$ cat src/rtl/stack_program_sequencer.sv
// Instruction-issuing front end for the stack machine: program memory, depth
// tracking for underflow/overflow, and result/status reporting to the host.
module stack_program_sequencer #(
    parameter int N  = 8,
    parameter int S  = 8,
    parameter int P  = 16,
    parameter int AW = 4
) (
    input  logic          clk,
    input  logic          rst_n,
    input  logic          prog_we,
    input  logic [AW-1:0] prog_addr,
    input  logic [N+2:0]  prog_wdata,
    input  logic          start,
    input  logic [AW:0]   len,
    output logic [2:0]    e_out,
    output logic [N-1:0]  g_out,
    output logic          sm_rst,
    input  logic [N-1:0]  sm_o,
    output logic          busy,
    output logic          done,
    output logic          err,
    output logic [1:0]    err_code,
    output logic [AW-1:0] err_pc,
    output logic [N-1:0]  result,
    output logic [2:0]    dbg_state
);

    localparam int DW = $clog2(S + 1);
    localparam logic [AW:0]   P_MAX = (AW + 1)'(P);
    localparam logic [DW-1:0] S_MAX = DW'(S);

    localparam logic [2:0] OP_NOP  = 3'd0;
    localparam logic [2:0] OP_ADD  = 3'd1;
    localparam logic [2:0] OP_SUB  = 3'd2;
    localparam logic [2:0] OP_MULT = 3'd3;
    localparam logic [2:0] OP_PUSH = 3'd4;
    localparam logic [2:0] OP_NEG  = 3'd5;
    localparam logic [2:0] OP_AND  = 3'd6;
    localparam logic [2:0] OP_OR   = 3'd7;

    typedef enum logic [2:0] {
        IDLE   = 3'd0,
        CLEAR  = 3'd1,
        RUN    = 3'd2,
        FINISH = 3'd3,
        ERR    = 3'd4
    } state_t;

    state_t state, state_nx;

    logic [N+2:0]  mem [0:P-1];
    logic [AW-1:0] pc;
    logic [AW:0]   len_q;
    logic [DW-1:0] depth;

    logic [N+2:0]  instr;
    logic [2:0]    op;
    logic [N-1:0]  operand;
    logic          is_push, is_unary, is_binary;
    logic          underflow, overflow, fault, last;

    assign instr     = mem[pc];
    assign op        = instr[N+2:N];
    assign operand   = instr[N-1:0];
    assign is_push   = (op == OP_PUSH);
    assign is_unary  = (op == OP_NEG);
    assign is_binary = (op == OP_ADD) || (op == OP_SUB) || (op == OP_MULT) ||
                       (op == OP_AND) || (op == OP_OR);
    assign underflow = (is_binary && depth < DW'(2)) || (is_unary && depth < DW'(1));
    assign overflow  = is_push && (depth == S_MAX);
    assign fault     = underflow || overflow;
    assign last      = ({1'b0, pc} == len_q - 1'b1);

    assign busy      = (state == CLEAR) || (state == RUN) || (state == FINISH);
    assign sm_rst    = !rst_n || (state == CLEAR);
    assign dbg_state = state;

    always_comb begin
        state_nx = state;
        e_out    = OP_NOP;
        g_out    = '0;
        case (state)
            IDLE:    if (start) state_nx = (len > P_MAX) ? ERR : CLEAR;
            CLEAR:   state_nx = (len_q == '0) ? FINISH : RUN;
            RUN: begin
                g_out = is_push ? operand : '0;
                // A faulting instruction is never issued: the machine sees a nop.
                if (fault) begin
                    state_nx = ERR;
                end else begin
                    e_out = op;
                    if (last) state_nx = FINISH;
                end
            end
            FINISH:  state_nx = IDLE;
            ERR:     state_nx = IDLE;
            default: state_nx = IDLE;
        endcase
    end

    // Program memory has no reset; writes are locked out while a run is active.
    always_ff @(posedge clk) begin
        if (prog_we && !busy) mem[prog_addr] <= prog_wdata;
    end

    always_ff @(posedge clk or negedge rst_n) begin
        if (!rst_n) begin
            state    <= IDLE;
            pc       <= '0;
            len_q    <= '0;
            depth    <= '0;
            result   <= '0;
            done     <= 1'b0;
            err      <= 1'b0;
            err_code <= 2'd0;
            err_pc   <= '0;
        end else begin
            state <= state_nx;
            case (state)
                IDLE: begin
                    if (start) begin
                        done <= 1'b0;
                        if (len > P_MAX) begin
                            err      <= 1'b1;
                            err_code <= 2'd3;
                            err_pc   <= '0;
                        end else begin
                            err   <= 1'b0;
                            len_q <= len;
                            depth <= '0;
                            pc    <= '0;
                        end
                    end
                end
                RUN: begin
                    if (fault) begin
                        err      <= 1'b1;
                        err_code <= overflow ? 2'd2 : 2'd1;
                        err_pc   <= pc;
                    end else begin
                        pc <= pc + 1'b1;
                        if (is_push)        depth <= depth + 1'b1;
                        else if (is_binary) depth <= depth - 1'b1;
                    end
                end
                FINISH: begin
                    result <= sm_o;
                    done   <= 1'b1;
                end
                default: ;
            endcase
        end
    end

endmodule

$ cat config.mk
export PLATFORM = sky130hd
export DESIGN_NAME = stack_program_sequencer
export DESIGN_NICKNAME = d
export VERILOG_FILES = /design/src/rtl/stack_program_sequencer.sv
export SDC_FILE = /design/constraint.sdc
export NUM_CORES = 1
export LEC_CHECK = 0
export CORE_MARGIN = 2
export CORE_UTILIZATION = 50
export DETAILED_ROUTE_END_ITERATION = 10
export PLACE_DENSITY = 0.72
export SYNTH_ARGS = -nofsm -noshare
export SYNTH_HDL_FRONTEND = slang
export SYNTH_SLANG_ARGS = --single-unit
$ cat constraint.sdc
create_clock -name clk -period 3.12 [get_ports clk]
set_input_delay 0.312 -clock clk [delete_from_list [all_inputs] [get_ports clk]]
set_output_delay 0.312 -clock clk [all_outputs]
set_load 0.02 [all_outputs]
==> reports/metrics.cfg, run 1 <==
[route]
firstDrtPassIters=5
viasPerCell=5.92
totalWireLength_mm=20.1
wl_per_cell_um=22.3
num_vias=5354
drc_errors=0
ant_nets=0
drt_iter0_drc=542

[power_and_ir_drop]
vdd_drop_max_mv=0.511
p_leak_nw=3.81
power.density_mw_per_mm2=863

[finish]
fill_cells=1246
diodes=0
multi_input_area_mm2=0.00261
syn2layout_area_growth_pct=23.9
seqCellArea_mm2=0.00609
final_layout_size_suffix_gt1_frac=0.267
fin_cells=904
final_core_util=0.631
final_nets=699

[global_route]
grt_max_degree=33
antenna_found_initial=0
grt_pass1_wl_mm=30.6
grt_usage=0.221
overflow=0
first_global_vias=5380

[timing]
timing.final.crit_share=1.09
slew_headroom=0.595
fmax_mhz=294
drv_slew=0
rsz0062_at_grt=true
hold_viol_final=0
clock_skew_ns=0.00342
finalWorstSetupSlack_ns=-0.277
period_minus_slack_ns=3.40
tightestPinTransition_ns=0.605
setup_viol_count_final=12

[cts]
cts.path.max_buffers=3
clk_latency_ns=0.50
clkTransAtPathRegs_ns=0.06
clock_sinks=208
cts.htree.levels=1
cts_tree=done
numCtsBuffers=22
clockRootBuffer=clkbuf_16

[logic_synthesis]
ys_seq_area_frac=0.695
synth_top_family_by_area=multiplexers
syn_nets=573
synthSimpleGateAreaFrac=0.0592
synth_fa_ha_area_frac=0.00572
ys_types=60
ys_top_cells_by_area=edfxtp_1, dfrtp_1, mux4_2
synth_compound_area_frac=0.0799
async_flop_share=0.154
synthMuxAreaShare=0.132
yosysWarnings=0
syn-cell-area_mm2=0.00875
synth-edff-count=176
postSynthAreaPerCell_um2=16.3
ys_seq_elements=208
synthXorXnorAreaFrac=0.00701
synth_top_area_share=0.604
synth_largest_area_cell=edfxtp_1
synth_ff_type=edfxtp_1
synth_cells=537

[critical_path]
worst_path_max_delay_cell=mux4_2
crit_path_end_kind=primary output
crit_chain=buf_6 -> mux4_2 -> mux4_2 -> or4_4 -> a21oi_4 -> a211oi_2 -> and3_1 -> buf_6
crit_required_ns=2.81
crit_path_max_fanout=5
cp_slowest_stage_delay_ns=0.51
cp.arrival_ns=3.09
crit_type=register to primary output
startpoint_type=register

[floorplanning]
die_width_um=136
pin_count=64
die-area_mm2=0.0186
die_y_um=136
start_util=0.509
num_rows=48
design.core.area_mm2=0.0172

[outcome]
violations=negative setup slack
status=finished with violations

[placed_design]
hpwl_mm=12.8
place_inst=852
port_buffers=63
dp_slack_ns=-0.295
place_congestion=0.808

[job]
cap_violations=0

[hold_path]
min-delay-path-class=input port to async pin

## final timing paths
check	start	to	slack, ns	depth (start not counted)
setup reg to reg	pc[0]	err_code[0]	-0.21	16
max in group asynchronous	rst_n	pc[0]	2.51	2
hold reg to reg	done	done	0.49	2
min in group clk	sm_o[6]	result[6]	0.43	2
setup / recovery	pc[0]	e_out[2]	-0.28	8
hold / removal	rst_n	depth[0]	0.30	2
## metal layers
metal  track usage  vias up  wire, um
li1              -     2387         -
met3        0.0302       33      1370
met1         0.296     2712      8190
met5             0        -         0
met4        0.0625        0       316
met2         0.380      222     10300
## Yosys cell counts, types with 4 or more instances
cell type / count
xnor2_1: 5
a21oi_1: 16
nor3_1: 9
nand4_1: 4
a32o_1: 4
edfxtp_1: 176
o22ai_1: 11
o221ai_1: 8
nand2_1: 36
mux2_2: 19
nand2b_1: 7
nor2_1: 28
dfrtp_1: 32
o21ai_0: 14
mux4_2: 25
a211oi_1: 10
mux2i_1: 30
a21o_1: 5
o211ai_1: 4
inv_1: 11
nand3_1: 9
clkbuf_1: 12
buf_1: 6
ha_1: 4
## metrics by stage
| step | cell area, um^2 | power (mW) | hold slack (ns) | TNS (ns) |
|---|---|---|---|---|
| after floorplan | 8760 | 5.60 | 0.0164 | 0 |
| after global placement | 9940 | 6.55 | 0.466 | -1.71 |
| after detailed placement | 9940 | 6.65 | 0.475 | -2.17 |
| after CTS | 10800 | 9.34 | 0.319 | -2.33 |
| after global routing | 10800 | 9.77 | 0.346 | -3.41 |
| final | 10800 | 9.36 | 0.297 | -2.52 |
## where the power goes
group          total [mW]  leakage, nW  switching, mW  internal (mW)
registers            3.48         1.98          0.207           3.27
clock network        2.53        0.347           1.02           1.51
logic                3.35         1.48           1.79           1.56
total                9.36         3.81           3.01           6.35
## flip-flops by register name, summed over array words and instances, names as in the netlist
name,cells
mem,176
result,8
len_q,5
depth,4
err_pc,4
pc,4
dbg_state,3
err_code,2
done,1
err,1
## critical path, delay by kind of cell, from the launching register on
family	cells	cell delay, ns
and+or+nand+nor	2	0.63
DFF	1	0.43
AOI/OAI and AO/OA	2	0.23
buffers and inverters	2	0.27
muxes	2	1.02
## final cells by class
type	instances	share of cell area
Clock buffer	27	0.0545
Clock inverter	13	0.0108
Inverter	11	0.00381
Multi-Input combinational cell	293	0.241
Sequential cell	208	0.562
Tap cell	225	0.0260
Timing Repair Buffer	127	0.102
## placed cells by master (no fill, tap or decap), types with 7 or more instances in the layout
master and n:
mux4_2 26, edfxtp_1 176, nand3_1 9, o21ai_0 14, o22ai_1 10, clkdlybuf4s50_1 52
o221ai_1 8, nand2_1 36, nor2_1 28, a211oi_2 8, buf_6 7, mux2_2 19
buf_4 68, clkbuf_16 23, inv_1 11, a21oi_1 15, mux2i_1 30, nand2b_1 7
dfrtp_1 31
## kinds of logic (layout without fill, tap and decap cells)
family,Yosys count,count (layout)
buf+inv,36,178
flops,208,208
xor+xnor,7,7
fa+ha+maj,4,4
compound gates,95,95
mux,77,77
simple gates,110,110
## what timing repair did
action	in CTS	in global routing
pin swaps	4	1
hold buffers	0	0
setup endpoints to repair	11	14
setup buffers	12	0
resized for setup	84	6
No activity file was read; power rests on OpenSTA's default activity.
==> run 2, diff against run 1 <==
--- a/config.mk
+++ b/config.mk
@@ -7,8 +7,11 @@
 export LEC_CHECK = 0
 export CORE_MARGIN = 2
 export CORE_UTILIZATION = 50
+export CTS_CLUSTER_SIZE = 8
 export DETAILED_ROUTE_END_ITERATION = 10
 export PLACE_DENSITY = 0.72
+export RECOVER_POWER = 50
+export SKIP_LAST_GASP = 1
 export SYNTH_ARGS = -nofsm -noshare
 export SYNTH_HDL_FRONTEND = slang
 export SYNTH_SLANG_ARGS = --single-unit
==> reports/metrics.cfg, run 2 (synthesized netlist as in run 1, its figures left out) <==
[timing]
slew_headroom=-0.169  ; -0.764
timing.final.crit_share=1.09  ; +0.00587
period_minus_slack_ns=3.42  ; +0.0183 ns
fmax_mhz=293  ; -0.54%
hold_viol_final=0  ; unchanged
clock_skew_ns=0.0121  ; +0.00870 ns
finalWorstSetupSlack_ns=-0.296  ; -0.0183 ns
rsz0062_at_grt=true
setup_viol_count_final=11  ; -1
drv_slew=33  ; +33
tightestPinTransition_ns=1.75  ; +1.15 ns
hold_slack_ns=0.406  ; +0.110 ns

[finish]
seqCellArea_mm2=0.00609  ; unchanged
layout_common_cells=edfxtp_1, buf_4, clkdlybuf4s50_1
final_nets=706  ; +1.0%
multi_input_area_mm2=0.00261  ; +0.14%
diodes=0  ; unchanged
final_layout_size_suffix_gt1_frac=0.264  ; -0.00288
syn2layout_area_growth_pct=26.1
fill_cells=1219  ; -2.2%
largest_reg_flops=176  ; unchanged
largestRegisters=mem: 176 flops, result: 8 flops, len_q: 5 flops
mostFrequentLayoutCell=edfxtp_1
finalInstanceArea_mm2=0.0110  ; +1.8%
top_register=mem

[floorplanning]
die-area_mm2=0.0186  ; unchanged
design.core.area_mm2=0.0172  ; unchanged
num_rows=48  ; unchanged
start_util=0.509  ; unchanged
die_y_um=136  ; unchanged
die_width_um=136  ; unchanged
pin_count=64  ; unchanged

[cts]
cts.path.max_buffers=3  ; unchanged
clock_sinks=208  ; unchanged
clk_latency_ns=0.52  ; +0.02 ns
cts_tree=done
clkTransAtPathRegs_ns=0.05  ; about the same
numCtsBuffers=30  ; +36%
clockRootBuffer=clkbuf_16
cts.htree.levels=1  ; unchanged

[route]
firstDrtPassIters=4  ; -1
totalWireLength_mm=20.6  ; +2.2%
drt_iter0_drc=496  ; -8.5%
num_vias=5408  ; +1.0%
drc_errors=0  ; unchanged
wl_per_cell_um=22.4  ; +0.56%
viasPerCell=5.88  ; -0.64%
ant_nets=0  ; unchanged

[critical_path]
crit_path_max_fanout=5  ; unchanged
cp.arrival_ns=3.10  ; about the same
crit_type=register to primary output
startpoint_type=register
crit_path_end_kind=primary output
crit_required_ns=2.81  ; about the same

[power_and_ir_drop]
vdd_drop_max_mv=0.529  ; +3.5%
p_total_mw=9.90  ; +5.7%
p_leak_nw=3.89  ; +2.0%
power.density_mw_per_mm2=897  ; +3.9%

[outcome]
violations=max-capacitance violations, max-slew violations, negative setup slack
status=finished with violations

[global_route]
antenna_found_initial=0  ; unchanged
overflow=0  ; unchanged
first_global_vias=5554  ; +3.2%
grt_max_degree=33  ; unchanged
grt_usage=0.227  ; +0.00583
grt_pass1_wl_mm=31.3  ; +2.2%

[hold_path]
min-delay-path-class=input port to register

[placed_design]
dp_slack_ns=-0.295  ; unchanged
hpwl_mm=12.8  ; unchanged
place_area_mm2=0.00994  ; unchanged
port_buffers=63  ; unchanged
place_congestion=0.808  ; unchanged

[job]
cap_violations=1  ; +1

[run 2: through the flow]
| step | TNS, ns | instances | util |
|---|---|---|---|
| after floorplan | 0 | 537 | - |
| after global placement | -1.71 | 852 | 0.579 |
| after detailed placement | -2.17 | 852 | 0.579 |
| after CTS | -2.56 | 922 | 0.641 |
| after global routing | -3.27 | 919 | 0.642 |
| final | -2.56 | 919 | 0.642 |
[run 2: power by group]
part	total, mW	internal [mW]	switching, mW
clock network	3.01	1.93	1.09
registers	3.49	3.28	0.207
logic	3.39	1.58	1.81
[run 2: path summary, 6_finish.rpt]
path	cells after the start	end	slack, ns	from
max	8	e_out[1]	-0.30	pc[0]
min	2	result[6]	0.41	sm_o[6]
max reg2reg	10	depth[3]	0.07	pc[0]
min reg2reg	2	done	0.49	done
max in group asynchronous	2	pc[0]	1.01	rst_n
min in group asynchronous	2	depth[0]	0.86	rst_n
[run 2: what timing repair did]
action / 4_1_cts / 5_1_grt
buffers inserted: 14 / 1
gates resized for setup: 85 / 9
setup endpoints to repair: 11 / 15
pin swaps: 5 / 4
hold buffers: 0 / 0
[run 2: critical path: stages, from the launching register on]
cell and delay [ns]:
dfrtp_4 0.42, buf_6 0.14, mux4_2 0.51, mux4_2 0.51, or4_4 0.45, a21oi_4 0.15, a211oi_2 0.07, and3_1 0.18
buf_6 0.13
[run 2: cell type report]
cell class	instances	area share
multi-input combinational	293	0.237
timing repair buffer	126	0.0995
tap	225	0.0255
clock buffer	56	0.0825
sequential	208	0.552
inverter	11	0.00374
[run 2: routing by layer]
| layer | GRT usage | wire length (um) | share of wire |
|---|---|---|---|
| met1 | 0.296 | 7960 | 0.39 |
| met2 | 0.392 | 10500 | 0.51 |
| met4 | 0.0671 | 515 | 0.025 |
| met5 | 0 | 0 | 0 |
| met3 | 0.0391 | 1610 | 0.078 |
